$ cat src/rtl/snoop_filter_pkg.sv
// Shared types and constants for the snoop filter tag-array controller.
package snoop_filter_pkg;

  localparam int SF_NSETS          = 64;
  localparam int SF_NWAYS          = 4;
  localparam int SF_BYTES_PER_LINE = 8;
  localparam int SF_MNT_STARVE_MAX = 8;
  localparam int SF_DATAW          = 64;
  localparam int SETW              = $clog2(SF_NSETS);

  typedef logic [SETW-1:0] set_t;

  localparam set_t LAST_SET = set_t'(SF_NSETS - 1);

  // Which requester a read response belongs to.
  typedef enum logic {
    SRC_REQ = 1'b0,
    SRC_MNT = 1'b1
  } src_e;

  // Controller phase: zeroing sweep, then normal arbitration.
  typedef enum logic {
    ST_INIT = 1'b0,
    ST_RUN  = 1'b1
  } state_e;

  // One command as presented on the array pins.
  typedef struct packed {
    logic                wen;
    logic                mnt_ops;
    set_t                set_idx;
    logic [SF_DATAW-1:0] data;
  } sf_cmd_t;

  // Next set in the sweep order.
  function automatic set_t next_set(input set_t s);
    return s + set_t'(1);
  endfunction

endpackage

$ cat src/rtl/snoop_filter_rsp_pipe.sv
// Two-stage valid/source shift register that lines a read's response tag up
// with the array's read data, one cycle after the command reaches the pins.
module snoop_filter_rsp_pipe
  import snoop_filter_pkg::*;
(
  input  logic clk,
  input  logic rst,
  input  logic in_valid,
  input  src_e in_src,
  output logic out_valid,
  output src_e out_src
);

  logic s1_valid, s2_valid;
  src_e s1_src, s2_src;

  // Shift the read tag two stages; reset drops anything in flight.
  always_ff @(posedge clk or posedge rst) begin
    if (rst) begin
      s1_valid <= 1'b0;
      s2_valid <= 1'b0;
      s1_src   <= SRC_REQ;
      s2_src   <= SRC_REQ;
    end else begin
      s1_valid <= in_valid;
      s1_src   <= in_src;
      s2_valid <= s1_valid;
      s2_src   <= s1_src;
    end
  end

  assign out_valid = s2_valid;
  assign out_src   = s2_src;

endmodule

$ cat src/rtl/snoop_filter_arb.sv
// Snoop filter tag-array controller: zeroes every set after reset, then
// arbitrates the single array port between the lookup pipeline and the
// maintenance engine, with a starvation bound that eventually forces
// maintenance through.
module snoop_filter_arb
  import snoop_filter_pkg::*;
#(
  parameter int MNT_STARVE_MAX = SF_MNT_STARVE_MAX
) (
  input  logic                clk,
  input  logic                rst,
  input  logic                req_valid,
  output logic                req_ready,
  input  logic                req_wen,
  input  logic [SETW-1:0]     req_set,
  input  logic [SF_DATAW-1:0] req_wdata,
  input  logic                mnt_valid,
  output logic                mnt_ready,
  input  logic                mnt_wen,
  input  logic [SETW-1:0]     mnt_set,
  input  logic [SF_DATAW-1:0] mnt_wdata,
  output logic                rsp_valid,
  output logic                rsp_src,
  output logic [SF_DATAW-1:0] rsp_rdata,
  output logic                sf_cen,
  output logic                sf_wen,
  output logic                sf_mnt_ops,
  output logic [SETW-1:0]     sf_set_index,
  output logic [SF_DATAW-1:0] sf_data,
  input  logic [SF_DATAW-1:0] sf_rdata,
  output logic                init_done
);

  localparam int STW = $clog2(MNT_STARVE_MAX + 1);
  localparam logic [STW-1:0] STARVE_MAX = STW'(MNT_STARVE_MAX);

  state_e         state_q, state_d;
  set_t           init_cnt_q, init_cnt_d;
  logic [STW-1:0] starve_cnt_q, starve_cnt_d;
  sf_cmd_t        cmd_q, cmd_d;
  logic           cen_q, cen_d;

  logic running;
  logic starve_hit;
  logic req_go;
  logic mnt_go;
  logic rd_go;
  src_e rd_src;
  src_e rsp_src_e;

  assign running    = (state_q == ST_RUN);
  assign starve_hit = (starve_cnt_q == STARVE_MAX);
  assign req_ready  = running & ~(mnt_valid & starve_hit);
  assign mnt_ready  = running & (~req_valid | starve_hit);
  assign req_go     = req_valid & req_ready;
  assign mnt_go     = mnt_valid & mnt_ready;
  assign init_done  = running;

  // Register phase, sweep counter, starvation count and the array command.
  always_ff @(posedge clk or posedge rst) begin
    if (rst) begin
      state_q      <= ST_INIT;
      init_cnt_q   <= '0;
      starve_cnt_q <= '0;
      cen_q        <= 1'b1;
      cmd_q        <= '{wen: 1'b1, mnt_ops: 1'b1, set_idx: '0, data: '0};
    end else begin
      state_q      <= state_d;
      init_cnt_q   <= init_cnt_d;
      starve_cnt_q <= starve_cnt_d;
      cen_q        <= cen_d;
      cmd_q        <= cmd_d;
    end
  end

  // Choose the next array command: sweep writes in INIT, granted command in RUN.
  always_comb begin
    state_d      = state_q;
    init_cnt_d   = init_cnt_q;
    cen_d        = 1'b0;
    cmd_d        = cmd_q;
    starve_cnt_d = starve_cnt_q;

    unique case (state_q)
      ST_INIT: begin
        if (init_cnt_q == LAST_SET) begin
          state_d = ST_RUN;
        end else begin
          init_cnt_d = next_set(init_cnt_q);
          cen_d      = 1'b1;
          cmd_d      = '{wen: 1'b1, mnt_ops: 1'b1, set_idx: next_set(init_cnt_q), data: '0};
        end
      end
      ST_RUN: begin
        if (mnt_go) begin
          cen_d = 1'b1;
          cmd_d = '{wen: mnt_wen, mnt_ops: 1'b1, set_idx: mnt_set, data: mnt_wdata};
        end else if (req_go) begin
          cen_d = 1'b1;
          cmd_d = '{wen: req_wen, mnt_ops: 1'b0, set_idx: req_set, data: req_wdata};
        end
      end
    endcase

    if (!mnt_valid || mnt_go) begin
      starve_cnt_d = '0;
    end else if (!starve_hit) begin
      starve_cnt_d = starve_cnt_q + STW'(1);
    end
  end

  assign rd_go  = (mnt_go & ~mnt_wen) | (req_go & ~req_wen);
  assign rd_src = mnt_go ? SRC_MNT : SRC_REQ;

  snoop_filter_rsp_pipe u_rsp_pipe (
    .clk      (clk),
    .rst      (rst),
    .in_valid (rd_go),
    .in_src   (rd_src),
    .out_valid(rsp_valid),
    .out_src  (rsp_src_e)
  );

  assign rsp_src      = rsp_src_e;
  assign rsp_rdata    = sf_rdata;
  assign sf_cen       = cen_q;
  assign sf_wen       = cmd_q.wen;
  assign sf_mnt_ops   = cmd_q.mnt_ops;
  assign sf_set_index = cmd_q.set_idx;
  assign sf_data      = cmd_q.data;

endmodule

$ cat config.mk
export PLATFORM = sky130hd
export DESIGN_NAME = snoop_filter_arb
export DESIGN_NICKNAME = d
export VERILOG_FILES = /design/src/rtl/snoop_filter_pkg.sv /design/src/rtl/snoop_filter_rsp_pipe.sv /design/src/rtl/snoop_filter_arb.sv
export SDC_FILE = /design/constraint.sdc
export NUM_CORES = 1
export LEC_CHECK = 0
export ABC_AREA = 1
export ABC_CLOCK_PERIOD_IN_PS = 5700
export CAP_MARGIN = 20
export CELL_PAD_IN_SITES_DETAIL_PLACEMENT = 0
export CELL_PAD_IN_SITES_GLOBAL_PLACEMENT = 2
export CORE_MARGIN = 10
export CORE_UTILIZATION = 19
export DETAILED_ROUTE_END_ITERATION = 12
export PLACE_DENSITY_LB_ADDON = 0.1
export SLEW_MARGIN = 20
export SYNTH_ARGS = -nofsm -noshare
export SYNTH_HDL_FRONTEND = slang
export SYNTH_SLANG_ARGS = --single-unit
$ cat constraint.sdc
create_clock -name clk -period 5.7 [get_ports clk]
set_clock_uncertainty 0.1 [all_clocks]
set_input_delay 0.855 -clock clk [delete_from_list [all_inputs] [get_ports clk]]
set_output_delay 0.855 -clock clk [all_outputs]
set_load 0.03 [all_outputs]
Yosys cells after proc, flatten, opt, wreduce, memory -nomap -nowiden. Cells that the tools add are included.

Equal/unequal tests: 5. Multiplexer cells: 13. Bitwise operators: 15. Reductions and logical operators: 4. $add $sub $neg: 2.

Operators by type and width (number): 72-bit two-way mux (3); 72-bit case mux with 2 select lines (1); 4-bit two-way mux (2); 1-bit bitwise AND (7); 6-bit by 1-bit adder with 6-bit output (second input constant) (1); 6-bit equality test (second input constant) (1); 1-bit two-way mux (6); 1-bit inverter (6); 4-bit by 1-bit adder with 4-bit output (second input constant) (1); 4-bit equality test (second input constant) (1); 2-bit AND reduction (2); 3-bit by 1-bit inequality test with 1-bit output (second input constant) (1); 2-bit by 1-bit inequality test with 1-bit output (second input constant) (1); 2-bit inequality test (second input constant) (1); 1-bit bitwise OR (2); 1-bit case mux with 2 select lines (1); 1-bit zero test (1); 1-bit logical OR (1).

Bits in registers: 88. Output and inout port bits: 142. Word-level logic and storage cells: 51. Bits of input ports: 210.

Logic depth before layout (Yosys ltp). Gate-level depths: netlist of the first run.

Depth in word-level cells: 8. Mapped depth: 11. Mapped depth without buffers: 10.

Hierarchy. A second synthesis of the first run with hierarchy kept.

Cells, all modules: 701. Area, all modules: 5028.6 um^2.

By module, submodules not included: snoop_filter_arb (instances 1, cells an instance 696, area each 4924.7 um^2); snoop_filter_rsp_pipe (instances 1, cells an instance 5, area each 103.8 um^2).

Worst setup path before layout of the first run. Ideal clock, no wire load.

Path type: in2out. Start: input mnt_valid. End: output req_ready. Setup slack: 3.398 ns. Stages on the path: 4. Buffers on the path: 1. Arrival time: 1.347 ns. Cell sequence: buf_4 > nand2_1 > nand2_1 > inv_1.

Longest elaborated chain between the ends: 3.

RTL lines: start: declaration (RTL line snoop_filter_arb.sv:17) `input logic mnt_valid,`; 1-bit bitwise AND (RTL line snoop_filter_arb.sv:53) `assign req_ready = running & ~(mnt_valid & starve_hit);`; 1-bit inverter (RTL line snoop_filter_arb.sv:53); 1-bit bitwise AND (RTL line snoop_filter_arb.sv:53); end: declaration (RTL line snoop_filter_arb.sv:13) `output logic req_ready,`.

Every way passes these cells.

Worst setup path in the final report of the first run. Ends and elaborated chain as after synthesis.

==> results of run 1 <==
==> cell families after synthesis <==
group	after synthesis	share of synthesized area [%]
AO/OA/AOI/OAI	65	6.848
XOR/XNOR	5	0.8717
adder cells (fa/ha/maj)	3	0.7471
buffers and inverters	175	19.10
flip-flops	88	43.90
AND/OR/NAND/NOR	364	28.54
==> worst reg2reg max path, cell delays in order, from the launching register on <==
cell     delay [ps]
dfrtp_1         930
inv_2           180
a21oi_4         720
buf_4           550
nand2_1         100
o21ai_0         170
==> worst max path at each step <==
stage / start / endpoint / slack (ps)
2_1_floorplan: rst / init_cnt_q[0]$_DFFE_PP0P_ / 2470
3_3_place_gp: mnt_valid / sf_data[46]$_DFFE_PP0P_ / 2150
3_5_place_dp: mnt_valid / sf_data[63]$_DFFE_PP0P_ / 2070
4_1_cts: mnt_valid / req_ready / 2200
5_1_grt: mnt_valid / req_ready / 2130
6_report: mnt_valid / req_ready / 2230
==> per-stage QoR <==
stage          power (mW)  worst slack, ps
2_1_floorplan      0.7626             2471
5_1_grt             1.511             2134
3_3_place_gp       0.7945             2154
6_report            1.442             2225
4_1_cts             1.473             2200
3_5_place_dp       0.7935             2072
==> power breakdown <==
| part | internal, mW | switching [mW] |
|---|---|---|
| clock network | 0.396 | 0.267 |
| registers | 0.626 | 0.00214 |
| logic | 0.100 | 0.0504 |
==> sequential cells by signal (all words and copies together), names as in the netlist <==
signal / cells
u_rsp_pipe.out_valid: 1
starve_cnt_q: 4
sf_wen: 1
u_rsp_pipe.out_src: 1
sf_cen: 1
sf_set_index: 6
init_cnt_q: 6
sf_data: 64
sf_mnt_ops: 1
init_done: 1
u_rsp_pipe.s1_valid: 1
u_rsp_pipe.s1_src: 1
==> area by class of cell <==
type / count / area (um2) / share of cell area, %
Multi-Input combinational cell: 437 / 1859 / 25.21
Clock buffer: 11 / 242.7 / 3.291
Inverter: 81 / 306.5 / 4.156
Clock inverter: 5 / 80.08 / 1.086
Sequential cell: 88 / 2206 / 29.91
Timing Repair Buffer: 227 / 2262 / 30.67
Tap cell: 335 / 419.2 / 5.683
==> placed cells by master, fill, tap and decap left out, drive strengths merged <==
cell type	Yosys	routed
inv	81	81
dfstp	3	3
o21ai	55	55
o21bai	1	1
o22ai	1	1
nor2	75	75
clkdlybuf4s50	0	223
dfrtp	85	85
nand3	15	15
clkinvlp	0	2
xnor2	2	2
clkbuf	3	11
nand4	7	7
clkinv	0	1
nor3	1	1
a21oi	8	8
bufinv	0	2
or2	1	1
ha	3	3
buf	91	4
nand2	265	265
xor2	3	3
==> layer usage <==
metal | wire (um) | global-route usage (%)
met1 | 8300 | 13.49
met2 | 7708 | 16.07
met5 | 21 | 0
met4 | 215 | 3.254
met3 | 2246 | 6.053
==> flow_summary.ini, run 1 <==
[detailed_routing]
first_iter_violations = 219
routed_wirelength_um = 18490
first_pass_iters = 4
drtAntennaViolNets = 0
vias = 4621
drc = 0
wl_per_cell_um = 15.62
viasPerCell = 3.903

[clock_tree]
clockRootBuffer = clkbuf_16
clock_latency_ps = 340
cts_sinks = 88
cts_buffers = 9
cts_tree = done
cts.htree.levels = 3
cts_resized = 0
clkSlewWorstSetupHoldPaths_ps = 60
postCtsHoldBufs = 0
cts.path.max_buffers = 2
cts_setup_buffers = 0

[pwr]
p_leak_nw = 3.558
ir_drop_mv = 0.1407
power_density_nw_per_um2 = 195.5

[worst_setup_path]
end_kind = output pin
path_cells = clkdlybuf4s50_1, nand2_1, nand2_1, inv_1, clkdlybuf4s50_1
worstSetupPathDepth = 5
start_kind = input pin
cp_data_arrival_time_ps = 2520
cp_num_buf_inv = 3
reg2reg_from = init_done$_DFF_PP0_
worst-path-max-fanout = 9
worst-r2r-cell-count = 5
worst_ep_required_time_ps = 4740
cp_top_family = buffers and inverters
regToRegEndpoint = sf_data[63]$_DFFE_PP0P_
slowest_delay_ps = 670
criticalPathCategory = in2out
rrSetupSlack_ps = 2870
cpMaxStageDelayCell = clkdlybuf4s50_1

[logic_synthesis]
synth_warnings = 0
yosys.area.top_type = dfrtp_1
syn_area_um2 = 5025
seq_area_frac_synth_pct = 43.90
ys_top_cells_by_count = nand2_1, dfrtp_1, inv_1
synth-edff-count = 0
ys_ff_latch = 88
synthTopCellsByArea = dfrtp_1, nand2_1, buf_4, inv_1, nor2_1
synthCells = 700
ys.flop_type = dfrtp_1
syn_avg_cell_area_um2 = 7.178
yosysMostFrequentCell = nand2_1
ys_async_sr_fraction_pct = 100.0
synth_cell_types = 28
synth_nets = 913
synth_top_area_share_pct = 42.33

[min_path]
hold_depth = 0
hold_end = u_rsp_pipe.out_src$_DFF_PP0_
hold_path.class = reg2reg
hp-start = u_rsp_pipe.s1_src$_DFF_PP0_

[timing]
worstMarginPinSlew_ps = 900.0
fmax_ghz = 0.2878
fin_crit_sh_pct = 60.96
min_period_ps = 3475
tns_ps = 0
hold-worst-slack_ps = 250.1
hold_viol_final = 0
slew_headroom_pct = 40.00
setup_viol = 0
maxSlewViolCount = 0
rsz0062_at_grt = false

[floorplan]
ios = 352
die-area_um2 = 33350
die_width_um = 182.6
dieHeight_um = 182.6
num_rows = 59
core_area_um2 = 26060
initial_utilization_pct = 19.28

[global_route]
antenna_found_initial = 3
grt_usage_pct = 10.99
grt_max_degree = 78
grt_pass1_vias = 5114
grt_pass1_wl_um = 29150
gr-total-overflow = 0

[layout]
fin_cells = 1184
design_area_um2 = 7376
nets = 1057
fillCellCount = 2867
antenna_cells = 0
area_delta_synth_final_pct = 46.79
postLayoutCoreUtil_pct = 28.30
drive_above_1_share_pct = 3.651

[placement]
gp_congestion = 0.7456
placed_cells = 1168
placed_cell_area_um2 = 7053
io_buffers = 223
hpwl_um = 13630

[status]
status = complete, no violations

[flow_run]
maxCapViolCount = 0
(Power assumes the default switching activity.)
==> run 2: changes to the inputs <==
- ABC_CLOCK_PERIOD_IN_PS: 5700 -> 3600
- CORE_UTILIZATION: 19 -> 17
- clock period: 5.7 -> 3.6 ns (I/O delays scaled with it)
==> flow_summary.ini, run 2 (same netlist as run 1, synthesis figures left out) <==
[status]
status = complete, no violations

[layout]
design_area_um2 = 7443
area_delta_synth_final_pct = 48.13
nets = 1059
layout_commonest_cell = nand2_1
final_cell_mix = nand2_1, clkdlybuf4s50_1, dfrtp_1
largest_reg_flops = 64
drive_above_1_share_pct = 3.878

[placement]
hpwl_um = 14740
gp_congestion = 0.7456
io_buffers = 223
placed_cell_area_um2 = 7167

[clock_tree]
postCtsHoldBufs = 0
cts_setup_buffers = 0
cts_tree = done
cts_buffers = 9
cts.htree.levels = 3
cts.path.max_buffers = 2
clock_latency_ps = 350
cts_resized = 0
cts_sinks = 88
clkSlewWorstSetupHoldPaths_ps = 70
clockRootBuffer = clkbuf_16

[worst_setup_path]
reg2reg_from = init_done$_DFF_PP0_
cp_num_buf_inv = 3
start_kind = input pin
path_cells = clkdlybuf4s50_1, nand2_1, nand2_1, inv_1, clkdlybuf4s50_1
slowest_delay_ps = 670
cp_data_arrival_time_ps = 2160
rrSetupSlack_ps = 1460
cpMaxStageDelayCell = clkdlybuf4s50_1
crit_start = mnt_valid
regToRegEndpoint = sf_data[28]$_DFFE_PP0P_
criticalPathCategory = in2out
end_kind = output pin
worst-r2r-cell-count = 7
worst_ep_required_time_ps = 2960
worst-path-max-fanout = 9
cp_top_family = buffers and inverters

[detailed_routing]
drtAntennaViolNets = 0
first_iter_violations = 211
first_pass_iters = 4
viasPerCell = 3.764
wl_per_cell_um = 16.32
vias = 4652
routed_wirelength_um = 20180
drc = 0

[min_path]
hold_depth = 0
hp-start = u_rsp_pipe.s1_valid$_DFF_PP0_
hold_end = u_rsp_pipe.out_valid$_DFF_PP0_
hold_path.class = reg2reg

[floorplan]
num_rows = 62
dieHeight_um = 191.9
core_area_um2 = 28940
die-area_um2 = 36840
initial_utilization_pct = 17.37
die_width_um = 191.9
ios = 352

[pwr]
power_mw = 2.157
power_density_nw_per_um2 = 289.8
ir_drop_mv = 0.2035
p_leak_nw = 3.557

[global_route]
grt_pass1_wl_um = 30730
gr-total-overflow = 0
grt_max_degree = 122
grt_pass1_vias = 4993
grt_usage_pct = 10.80
antenna_found_initial = 2

[timing]
setup_viol = 0
fmax_ghz = 0.3570
worstMarginPinSlew_ps = 646.1
fin_crit_sh_pct = 77.80
maxSlewViolCount = 0
slew_headroom_pct = 56.92
rsz0062_at_grt = false
tns_ps = 0
hold_viol_final = 0
min_period_ps = 2801

[flow_run]
maxCapViolCount = 0
-- run 2: cell types whose count changed in the layout (fill, tap and decap cells not counted), sizes merged --
cell	change
diode	+1
bufinv	-2
clkinvlp	+1
inv	+2
clkbuf	-1
buf	+2
-- run 2: layer usage --
layer / GRT usage [%] / vias to the layer above / part of all wire (%)
li1: - / 2330 / -
met1: 12.70 / 2127 / 41
met2: 17.11 / 156 / 46
met3: 5.314 / 37 / 11
met4: 2.885 / 2 / 1.2
met5: 0 / - / 0.064
-- run 2: final cells by class --
type                       instances  area [um2]
tap                              384       480.5
inverter                          81       306.5
timing repair buffer             229        2315
multi-input combinational        437        1859
sequential                        88        2206
antenna                            1       2.502
clock buffer                      10       229.0
fill                            3213       21490
clock inverter                     6       45.04
-- run 2: worst reg2reg max path, cell delays in order (launching register included) --
cell and delay, ps:
dfrtp_1 510, buf_4 270, inv_2 120, nand4_1 120, nand2_2 370, buf_12 310, nand2_1 170, o21ai_1 90
-- run 2: where the power goes --
group	switching, mW	internal (mW)
sequential	0.00322	0.991
combinational	0.0800	0.160
clock	0.449	0.473
total	0.533	1.62
-- run 2: worst max-delay path by stage --
stage	end	slack, ps	depth (start not counted)
3_3_place_gp	req_ready	810	5
3_5_place_dp	req_ready	780	5
2_1_floorplan	init_cnt_q[0]$_DFFE_PP0P_	690	1
4_1_cts	req_ready	780	5
6_report	req_ready	800	5
5_1_grt	mnt_ready	660	7
-- run 2: through the flow --
| step | setup slack [ps] | instances | utilization (%) | hold slack [ps] |
|---|---|---|---|---|
| 6_report | 799.2 | 1236 | 25.72 | 252.4 |
| 5_1_grt | 657.6 | 1235 | 25.72 | 258.1 |
| 4_1_cts | 776.2 | 1235 | 25.72 | 255.9 |
| 3_5_place_dp | 783.3 | 1219 | 24.77 | 238.5 |
| 3_3_place_gp | 810.7 | 1219 | 24.77 | 236.1 |
| 2_1_floorplan | 686.4 | 700 | - | 231.2 |
